--- config.mk ---
export PLATFORM = sky130hd
export DESIGN_NAME = array_load_sequencer
export DESIGN_NICKNAME = d
export VERILOG_FILES = /design/src/rtl/array_load_sequencer_pkg.sv /design/src/rtl/array_load_watchdog.sv /design/src/rtl/array_load_sequencer.sv
export SDC_FILE = /design/constraint.sdc
export NUM_CORES = 1
export LEC_CHECK = 0
export ABC_AREA = 1
export CORE_MARGIN = 4
export CORE_UTILIZATION = 40
export CTS_BUF_LIST = sky130_fd_sc_hd__clkbuf_4 sky130_fd_sc_hd__clkbuf_8
export DETAILED_ROUTE_END_ITERATION = 7
export PLACE_DENSITY = 0.88
export SLEW_MARGIN = 20
export SYNTH_ARGS = -nofsm -noshare
export SYNTH_HDL_FRONTEND = slang
export SYNTH_SLANG_ARGS = --single-unit
--- constraint.sdc ---
create_clock -name clock -period 2.1 [get_ports clock]
set_clock_uncertainty 0.2 [all_clocks]
set_input_delay 0.21 -clock clock [delete_from_list [all_inputs] [get_ports clock]]
set_output_delay 0.21 -clock clock [all_outputs]
set_load 0.01 [all_outputs]
--- src/rtl/array_load_sequencer_pkg.sv ---
// array_load_sequencer_pkg
// Shared types and constants for the array load sequencer.
//   state_t     : sequencer FSM states
//   DEF_ADDR_W  : default register-file index width
//   DEF_DATA_W  : default element width
//   RF_DEPTH    : register-file depth
//   WDOG_W      : watchdog counter width
//   WDOG_LIMIT  : watchdog limit in WAIT cycles
package array_load_sequencer_pkg;

    typedef enum logic [2:0] {
        IDLE,
        LOAD,
        LAUNCH,
        WAIT,
        REPORT
    } state_t;

    localparam int DEF_ADDR_W = 5;
    localparam int DEF_DATA_W = 32;
    localparam int RF_DEPTH   = 32;
    localparam int WDOG_W     = 6;
    localparam int WDOG_LIMIT = 63;

endpackage

--- src/rtl/array_load_watchdog.sv ---
// array_load_watchdog
// Down-counting watchdog for the checker wait phase. Only built when
// ARRAY_LOAD_TIMEOUT_EN is defined.
// Ports:
//   clock     in  system clock
//   reset     in  synchronous active-low reset
//   i_clr     in  reload the counter (held while not waiting)
//   i_en      in  count enable
//   o_expired out high during the WDOG_LIMIT-th enabled cycle
module array_load_watchdog
    import array_load_sequencer_pkg::*;
(
    input  logic clock,
    input  logic reset,
    input  logic i_clr,
    input  logic i_en,
    output logic o_expired
);

    logic [WDOG_W-1:0] r_count;

    // Loaded with LIMIT-1 so the terminal count lands on the LIMIT-th cycle.
    always_ff @(posedge clock) begin
        if (!reset || i_clr) begin
            r_count <= WDOG_W'(WDOG_LIMIT - 1);
        end else if (i_en && (r_count != '0)) begin
            r_count <= r_count - 1'b1;
        end
    end

    assign o_expired = i_en && (r_count == '0);

endmodule

--- src/rtl/array_load_sequencer.sv ---
// array_load_sequencer
// Streams an array into consecutive register-file entries, launches the
// sort checker, waits for its done and returns a one-cycle result.
// Optional macro: ARRAY_LOAD_TIMEOUT_EN adds a WAIT-state watchdog.
// Ports:
//   clock, reset                 clock / synchronous active-low reset
//   start, base, length          host command
//   in_valid, in_data, in_ready  element stream
//   rf_wr_en/addr/data           register-file write port
//   go, chk_array, chk_length    checker launch
//   chk_done, chk_sorted         checker response
//   busy, result_*               host status and result
//
// state  | meaning
// IDLE   | waiting for start
// LOAD   | accepting elements, one write per beat
// LAUNCH | go held high for GO_CYCLES cycles
// WAIT   | waiting for checker done (first cycle masks stale done)
// REPORT | one-cycle result strobe
module array_load_sequencer
    import array_load_sequencer_pkg::*;
#(
    parameter int ADDR_W    = DEF_ADDR_W,
    parameter int DATA_W    = DEF_DATA_W,
    parameter int GO_CYCLES = 2
) (
    input  logic              clock,
    input  logic              reset,
    input  logic              start,
    input  logic [ADDR_W-1:0] base,
    input  logic [ADDR_W-1:0] length,
    input  logic              in_valid,
    input  logic [DATA_W-1:0] in_data,
    output logic              in_ready,
    output logic              rf_wr_en,
    output logic [ADDR_W-1:0] rf_wr_addr,
    output logic [DATA_W-1:0] rf_wr_data,
    output logic              go,
    output logic [ADDR_W-1:0] chk_array,
    output logic [ADDR_W-1:0] chk_length,
    input  logic              chk_done,
    input  logic              chk_sorted,
    output logic              busy,
    output logic              result_valid,
    output logic              result_sorted,
    output logic              result_error
);

    localparam int GO_W = (GO_CYCLES > 1) ? $clog2(GO_CYCLES) : 1;

    state_t            r_state;
    state_t            w_next;
    logic [ADDR_W-1:0] r_base;
    logic [ADDR_W-1:0] r_len;
    logic [ADDR_W-1:0] r_idx;
    logic [GO_W-1:0]   r_go_cnt;
    logic              r_armed;
    logic              r_sorted;
    logic              r_error;
    logic [ADDR_W:0]   w_end;
    logic              w_range_err;
    logic              w_beat;
    logic              w_timeout;

    // One extra bit so base+length cannot wrap before the range compare.
    assign w_end       = {1'b0, base} + {1'b0, length};
    assign w_range_err = w_end > (ADDR_W + 1)'(RF_DEPTH);
    assign w_beat      = (r_state == LOAD) && in_valid && reset;

`ifdef ARRAY_LOAD_TIMEOUT_EN
    array_load_watchdog u_watchdog (
        .clock     (clock),
        .reset     (reset),
        .i_clr     (r_state != WAIT),
        .i_en      (r_state == WAIT),
        .o_expired (w_timeout)
    );
`else
    assign w_timeout = 1'b0;
`endif

    always_ff @(posedge clock) begin
        if (!reset) begin
            r_state  <= IDLE;
            r_base   <= '0;
            r_len    <= '0;
            r_idx    <= '0;
            r_go_cnt <= '0;
            r_armed  <= 1'b0;
            r_sorted <= 1'b0;
            r_error  <= 1'b0;
        end else begin
            r_state <= w_next;
            case (r_state)
                IDLE: begin
                    if (start) begin
                        r_base   <= base;
                        r_len    <= length;
                        r_idx    <= '0;
                        r_go_cnt <= GO_W'(GO_CYCLES - 1);
                        r_sorted <= 1'b0;
                        r_error  <= w_range_err;
                    end
                end
                LOAD: begin
                    if (w_beat) begin
                        r_idx <= r_idx + 1'b1;
                    end
                end
                LAUNCH: begin
                    r_armed <= 1'b0;
                    if (r_go_cnt != '0) begin
                        r_go_cnt <= r_go_cnt - 1'b1;
                    end
                end
                WAIT: begin
                    r_armed <= 1'b1;
                    if (chk_done && r_armed) begin
                        r_sorted <= chk_sorted;
                        r_error  <= 1'b0;
                    end else if (w_timeout) begin
                        r_sorted <= 1'b0;
                        r_error  <= 1'b1;
                    end
                end
                default: begin
                end
            endcase
        end
    end

    always_comb begin
        w_next        = r_state;
        in_ready      = 1'b0;
        rf_wr_en      = 1'b0;
        go            = 1'b0;
        busy          = 1'b0;
        result_valid  = 1'b0;
        result_sorted = 1'b0;
        result_error  = 1'b0;
        case (r_state)
            IDLE: begin
                if (start) begin
                    if (w_range_err) begin
                        w_next = REPORT;
                    end else if (length == '0) begin
                        w_next = LAUNCH;
                    end else begin
                        w_next = LOAD;
                    end
                end
            end
            LOAD: begin
                in_ready = 1'b1;
                rf_wr_en = w_beat;
                busy     = 1'b1;
                if (w_beat && (r_idx == (r_len - 1'b1))) begin
                    w_next = LAUNCH;
                end
            end
            LAUNCH: begin
                go   = 1'b1;
                busy = 1'b1;
                if (r_go_cnt == '0) begin
                    w_next = WAIT;
                end
            end
            WAIT: begin
                busy = 1'b1;
                if ((chk_done && r_armed) || w_timeout) begin
                    w_next = REPORT;
                end
            end
            REPORT: begin
                busy          = 1'b1;
                result_valid  = 1'b1;
                result_sorted = r_sorted;
                result_error  = r_error;
                w_next        = IDLE;
            end
            default: begin
                w_next = IDLE;
            end
        endcase
        // Outputs read as zero while reset is asserted; this also drops any
        // write beat presented in the reset cycle.
        if (!reset) begin
            in_ready      = 1'b0;
            rf_wr_en      = 1'b0;
            go            = 1'b0;
            busy          = 1'b0;
            result_valid  = 1'b0;
            result_sorted = 1'b0;
            result_error  = 1'b0;
        end
    end

    assign rf_wr_addr = r_base + r_idx;
    assign rf_wr_data = in_data;
    assign chk_array  = r_base;
    assign chk_length = r_len;

endmodule

==> impl_metrics.tcl, run 1 <==
set metrics [dict create \
    htree_levels 1 \
    fin_ws_ns 0.05156 \
    netlist_area_um2 1833 \
    p_switching_mw 0.9911 \
    cts_tree "built" \
    cap_viol_max_count 0 \
    holdWs_ns 0.1526 \
    dr_total_vias 1675 \
    setup_tns_ns 0 \
    crit_fanout 2 \
    ctsHoldBuffers 0 \
    wl_mm 4.534 \
    grt-ovfl-total 0 \
    gr-max-usage-layer "met2" \
    grt_use_total 0.1685 \
    outcome "completed" \
    r2r_start "chk_length[0]$_SDFFE_PN0P_" \
    gr-usage-met3 0.02902 \
    ant_nets 0 \
    synthTopCellsByArea "dfxtp_1 (24%), buf_4 (13%), nand2_1 (11%), ha_1 (7.5%), inv_1 (6.6%)" \
    cts.clk_slew.worst_paths_ns 0.08 \
    antenna_found_initial 0 \
    die_x_um 75.70 \
    drv_slew 0 \
    cts_made_buffers 3 \
    syn2layout_area_growth_pct 25.60 \
    globalRouteMet2Util 0.3020 \
    n_fill_cell 398 \
    arrival_ns 1.64 \
    synth_top_flop_cell "dfxtp_1" \
    start_kind "flop" \
    num_rows 24 \
    intPower_mw 1.290 \
    layout_commonest_cell "nand2_1" \
    hp-class "input port to flop" \
    cts_root_buffer "clkbuf_8" \
    grt_max_degree 20 \
    seqPwrFrac 0.280 \
    routedWlPerCell_um 13.34 \
    ctsLongestPathBuffers 2 \
    nets 350 \
    finalSetupViolCount 0 \
    dpl.cell_count 335 \
    timing.reg2reg.setup_slack_ns 0.15 \
    final_cell_mix "nand2_1 (52), inv_1 (27), clkdlybuf4s50_1 (24), buf_4 (24), a21oi_1 (20)" \
    cp-startpoint "r_idx[0]$_SDFFE_PN0P_" \
    clock_latency_ns 0.27 \
    grtUsageMet1 0.1912 \
    cts.sinks 22 \
    worstPathRequired_ns 1.69 \
    ys_types 34 \
    synth_top_area_frac 0.2403 \
    dieArea_um2 5730 \
    grt_pass1_vias 1676 \
    coreArea_um2 4384 \
    endpoint_kind "output port" \
    port_buffers 37 \
    gp_congestion 0.8867 \
    ys_ff_latch 22 \
    layout-drive-gt1-share 0.2465 \
    period_share 0.9754 \
    finalHoldViolCount 0 \
    area.sequential_um2 445.4 \
    multi_input_area_um2 1060 \
    clock.fmax_mhz 488.2 \
    drtIter0Drc 63 \
    dp_slack_ns -0.4237 \
    drc 0 \
    worstReg2RegEnd "r_state[1]$_SDFFE_PN0P_" \
    yosysTopAreaCell "dfxtp_1" \
    async_flop_share 0 \
    io_pins 102 \
    layout.cells.non_filler 340 \
    drt_pass1_iterations 4 \
    ys_seq_area_frac 0.2403 \
    crit_end "rf_wr_addr[4]" \
    avgViaCountPerCell 4.926 \
    initial_core_util 0.4181 \
    die_y_um 75.70 \
    grt_first_pass_wirelength_mm 7.376 \
    avgSynthCellArea_um2 7.105 \
    irDropWorstVdd_uv 457.4 \
    relSlewSlack 0.7477 \
    dp_hpwl_mm 3.581 \
    swShare 0.4346 \
    power_density_nw_per_um2 990.7 \
    utilization 0.5251 \
    yosysWarnings 0 \
    rsz0062_at_grt "true" \
    combPwrFrac 0.581 \
    rr_worst_depth 9 \
    tightest_slew_ns 0.3745 \
    leakage_nw 1.138 \
    syn_inst 258 \
    final.min_clock_period_ns 2.048 \
    num_antenna_cells 0 \
    critPathKind "flop to output port" \
    synth_fp_nets 319 \
    clkPwrFrac 0.139 \
    synth_edf_count 0 \
]
[synthesized netlist by cell type, types with 3 or more instances]
cell,instances
xnor2_1,4
nor2_4,3
nand3_1,12
nor3_1,5
xor2_1,4
inv_1,32
buf_4,32
a21oi_1,23
dfxtp_1,22
nand2_1,53
ha_1,11
nor2_1,14
o21ai_0,10
inv_2,4
[how the worst min path moves through the flow]
stage                      startpoint                         to  slack, ns  cells after the start
after global routing          base[0]  chk_array[0]$_SDFFE_PN0P_       0.17                      3
final                         base[0]  chk_array[0]$_SDFFE_PN0P_       0.15                      3
after CTS                     base[0]  chk_array[0]$_SDFFE_PN0P_       0.14                      3
after floorplan               base[0]  chk_array[0]$_SDFFE_PN0P_       0.15                      2
after detailed placement  in_data[27]             rf_wr_data[27]       0.22                      0
after global placement    in_data[27]             rf_wr_data[27]       0.22                      0
[what timing repair did]
action / CTS / global route
pin swaps: 2 / 5
buffers inserted: 0 / 1
resized for setup: 22 / 21
setup endpoints to repair: 10 / 11
endpoints found under the hold margin: 0 / 0
[cell type report]
class                           count  share of cell area
Clock buffer                        4             0.02391
Tap cell                           52             0.02826
Sequential cell                    22              0.1935
Inverter                           36             0.05870
Multi-Input combinational cell    165              0.4603
Timing Repair Buffer               61              0.2353
[cell families (layout without fill, tap and decap cells)]
group           Yosys count  count (layout)  share of synthesized area
compound gates           41              41                     0.1256
xor+xnor                  8               8                    0.03822
fa+ha+maj                13              13                    0.09693
buf+inv                  71             101                     0.2116
flops                    22              22                     0.2403
simple gates            103             103                     0.2874
[power by group through the flow]
stage	Combinational (mW)	Clock [mW]	Sequential (mW)
after detailed placement	1.33	0	0.629
after global placement	1.29	0	0.624
after global routing	1.48	0.341	0.652
after CTS	1.31	0.319	0.622
after floorplan	0.854	0	0.648
final	1.33	0.317	0.638
[routing by layer]
| layer | part of all wire | wire [um] | up-vias |
|---|---|---|---|
| met3 | 0.055 | 250 | 13 |
| li1 | - | - | 858 |
| met2 | 0.51 | 2304 | 41 |
| met1 | 0.41 | 1864 | 763 |
| met4 | 0.025 | 114 | 0 |
| met5 | 0 | 0 | - |
[stage by stage]
stage,area (um2),power (mW)
2_1_floorplan,1833,1.502
5_1_grt,2302,2.471
6_report,2302,2.281
3_5_place_dp,2188,1.962
3_3_place_gp,2188,1.912
4_1_cts,2240,2.255
[registers in the layout (all words and copies together) (netlist names)]
register,flops
r_armed,1
r_state,3
r_go_cnt,1
r_idx,5
r_sorted,1
r_error,1
chk_array,5
chk_length,5
[worst max-delay path: stages, from the launching register on]
cell and delay, ns:
dfxtp_2 0.36, ha_4 0.14, inv_2 0.04, fa_2 0.37, o21ai_2 0.16, xor2_1 0.15, buf_2 0.15
No activity file was read; power rests on OpenSTA's default activity.
==> run 2: changes to the inputs <==
==> constraint.sdc (replaced) <==
create_clock -name clock -period 2.1 [get_ports clock]
set_clock_uncertainty 0.2 [all_clocks]
set_input_delay 0.42 -clock clock [delete_from_list [all_inputs] [get_ports clock]]
set_output_delay 0.42 -clock clock [all_outputs]
set_load 0.01 [all_outputs]
==> impl_metrics.tcl, run 2 (synthesized netlist as in run 1, its figures left out) <==
set metrics [dict create \
    gp_congestion 0.9011 \
    ctsHoldBuffers 0 \
    layout_commonest_cell "nand2_1" \
    timing.reg2reg.setup_slack_ns 0.22 \
    finalHoldViolCount 0 \
    nets 365 \
    antenna_found_initial 0 \
    drtIter0Drc 93 \
    grt_pass1_vias 1778 \
    ctsLongestPathBuffers 2 \
    cts.clk_slew.worst_paths_ns 0.07 \
    final_cell_mix "nand2_1 (50), buf_4 (38), inv_1 (26)" \
    finalSetupViolCount 3 \
    clock_latency_ns 0.26 \
    start_kind "flop" \
    routedWlPerCell_um 14.12 \
    holdWs_ns 0.2063 \
    cts_root_buffer "clkbuf_8" \
    wl_mm 4.999 \
    die_x_um 75.70 \
    r2r_start "chk_length[0]$_SDFFE_PN0P_" \
    final.min_clock_period_ns 2.274 \
    dieArea_um2 5730 \
    cap_viol_max_count 0 \
    grt-ovfl-total 0 \
    worstReg2RegEnd "r_state[1]$_SDFFE_PN0P_" \
    worstPathRequired_ns 1.48 \
    dp_hpwl_mm 3.725 \
    io_pins 102 \
    dp_slack_ns -0.5611 \
    num_antenna_cells 0 \
    worstHoldStart "base[0]" \
    grt_use_total 0.1760 \
    outcome "finished with violations" \
    endpoint_kind "output port" \
    cts_made_buffers 3 \
    min_path_cells 3 \
    tightest_slew_ns 0.3835 \
    violations "negative setup slack" \
    coreArea_um2 4384 \
    rr_worst_depth 13 \
    ant_nets 0 \
    die_y_um 75.70 \
    initial_core_util 0.4181 \
    grt_max_degree 16 \
    grt_first_pass_wirelength_mm 7.707 \
    htree_levels 1 \
    power.total_mw 2.393 \
    crit_fanout 2 \
    relSlewSlack 0.7416 \
    num_rows 24 \
    drt_pass1_iterations 4 \
    dr_total_vias 1788 \
    arrival_ns 1.65 \
    power_density_nw_per_um2 970.9 \
    leakage_nw 1.200 \
    port_buffers 37 \
    critPathKind "flop to output port" \
    rsz0062_at_grt "true" \
    drv_slew 0 \
    hold-path-endpoint "chk_array[0]$_SDFFE_PN0P_" \
    cts.sinks 22 \
    utilization 0.5622 \
    hp-class "input port to flop" \
    clock.fmax_mhz 439.7 \
    drc 0 \
    cts_tree "built" \
    avgViaCountPerCell 5.051 \
    fin_ws_ns -0.1742 \
    irDropWorstVdd_uv 340.2 \
    layout-drive-gt1-share 0.3377 \
    syn2layout_area_growth_pct 34.47 \
    period_share 1.083 \
]
[run 2: changes by cell type in the layout (fill, tap and decap cells not counted), moves of 2 or more]
cell	change
buf_4	+14
buf_6	+3
clkdlybuf4s50_1	-7
dfxtp_1	-3
dfxtp_2	+3
ha_1	-3
ha_4	+4
nand2_1	-2
nand2_2	+2
nor2_1	-2
nor2_2	+2
[run 2: worst max-delay path by stage]
stage | from | endpoint | slack, ns
after global placement | base[0] | r_state[1]$_SDFFE_PN0P_ | -0.51
after floorplan | r_idx[0]$_SDFFE_PN0P_ | rf_wr_addr[4] | 0.05
final | chk_array[0]$_SDFFE_PN0P_ | rf_wr_addr[4] | -0.17
after global routing | chk_array[0]$_SDFFE_PN0P_ | rf_wr_addr[4] | -0.25
after CTS | r_idx[0]$_SDFFE_PN0P_ | rf_wr_addr[4] | -0.15
after detailed placement | base[0] | r_state[1]$_SDFFE_PN0P_ | -0.56
[run 2: metal layers]
layer | track usage | part of all wire | vias up
met5 | 0 | 0 | -
met3 | 0.02770 | 0.054 | 16
met4 | 0.06990 | 0.026 | 0
met1 | 0.1918 | 0.39 | 835
met2 | 0.3356 | 0.53 | 56
li1 | - | - | 881
[run 2: repair_timing]
item,4_1_cts,5_1_grt
buffers inserted,0,1
pin swaps,8,15
resized for setup,53,34
setup endpoints to repair,15,12
[run 2: stage by stage]
stage | setup TNS [ns] | cell area, um2 | cells
floorplan | 0 | 1833 | 258
global placement | -5.043 | 2301 | 350
detailed placement | -5.620 | 2301 | 350
CTS | -0.2376 | 2386 | 353
global route | -0.4551 | 2465 | 354
finish | -0.2551 | 2465 | 354
[run 2: cell type report]
type	instances	area, um2
Tap cell	52	65.06
Timing Repair Buffer	76	653.1
Inverter	36	135.1
Fill cell	380	1919
Multi-Input combinational cell	165	1121
Clock buffer	3	41.29
Sequential cell	22	449.2
[run 2: critical path, cell delays in order, from the launching register on]
cell and delay [ns]:
dfxtp_2 0.36, ha_4 0.14, inv_2 0.03, fa_2 0.36
o21ai_2 0.18, xor2_1 0.16, buf_2 0.16
[run 2: report_power, final]
group          internal [mW]  total [mW]  switching (mW)
clock                  0.128       0.265           0.137
sequential             0.535       0.638           0.103
combinational          0.690        1.49           0.800
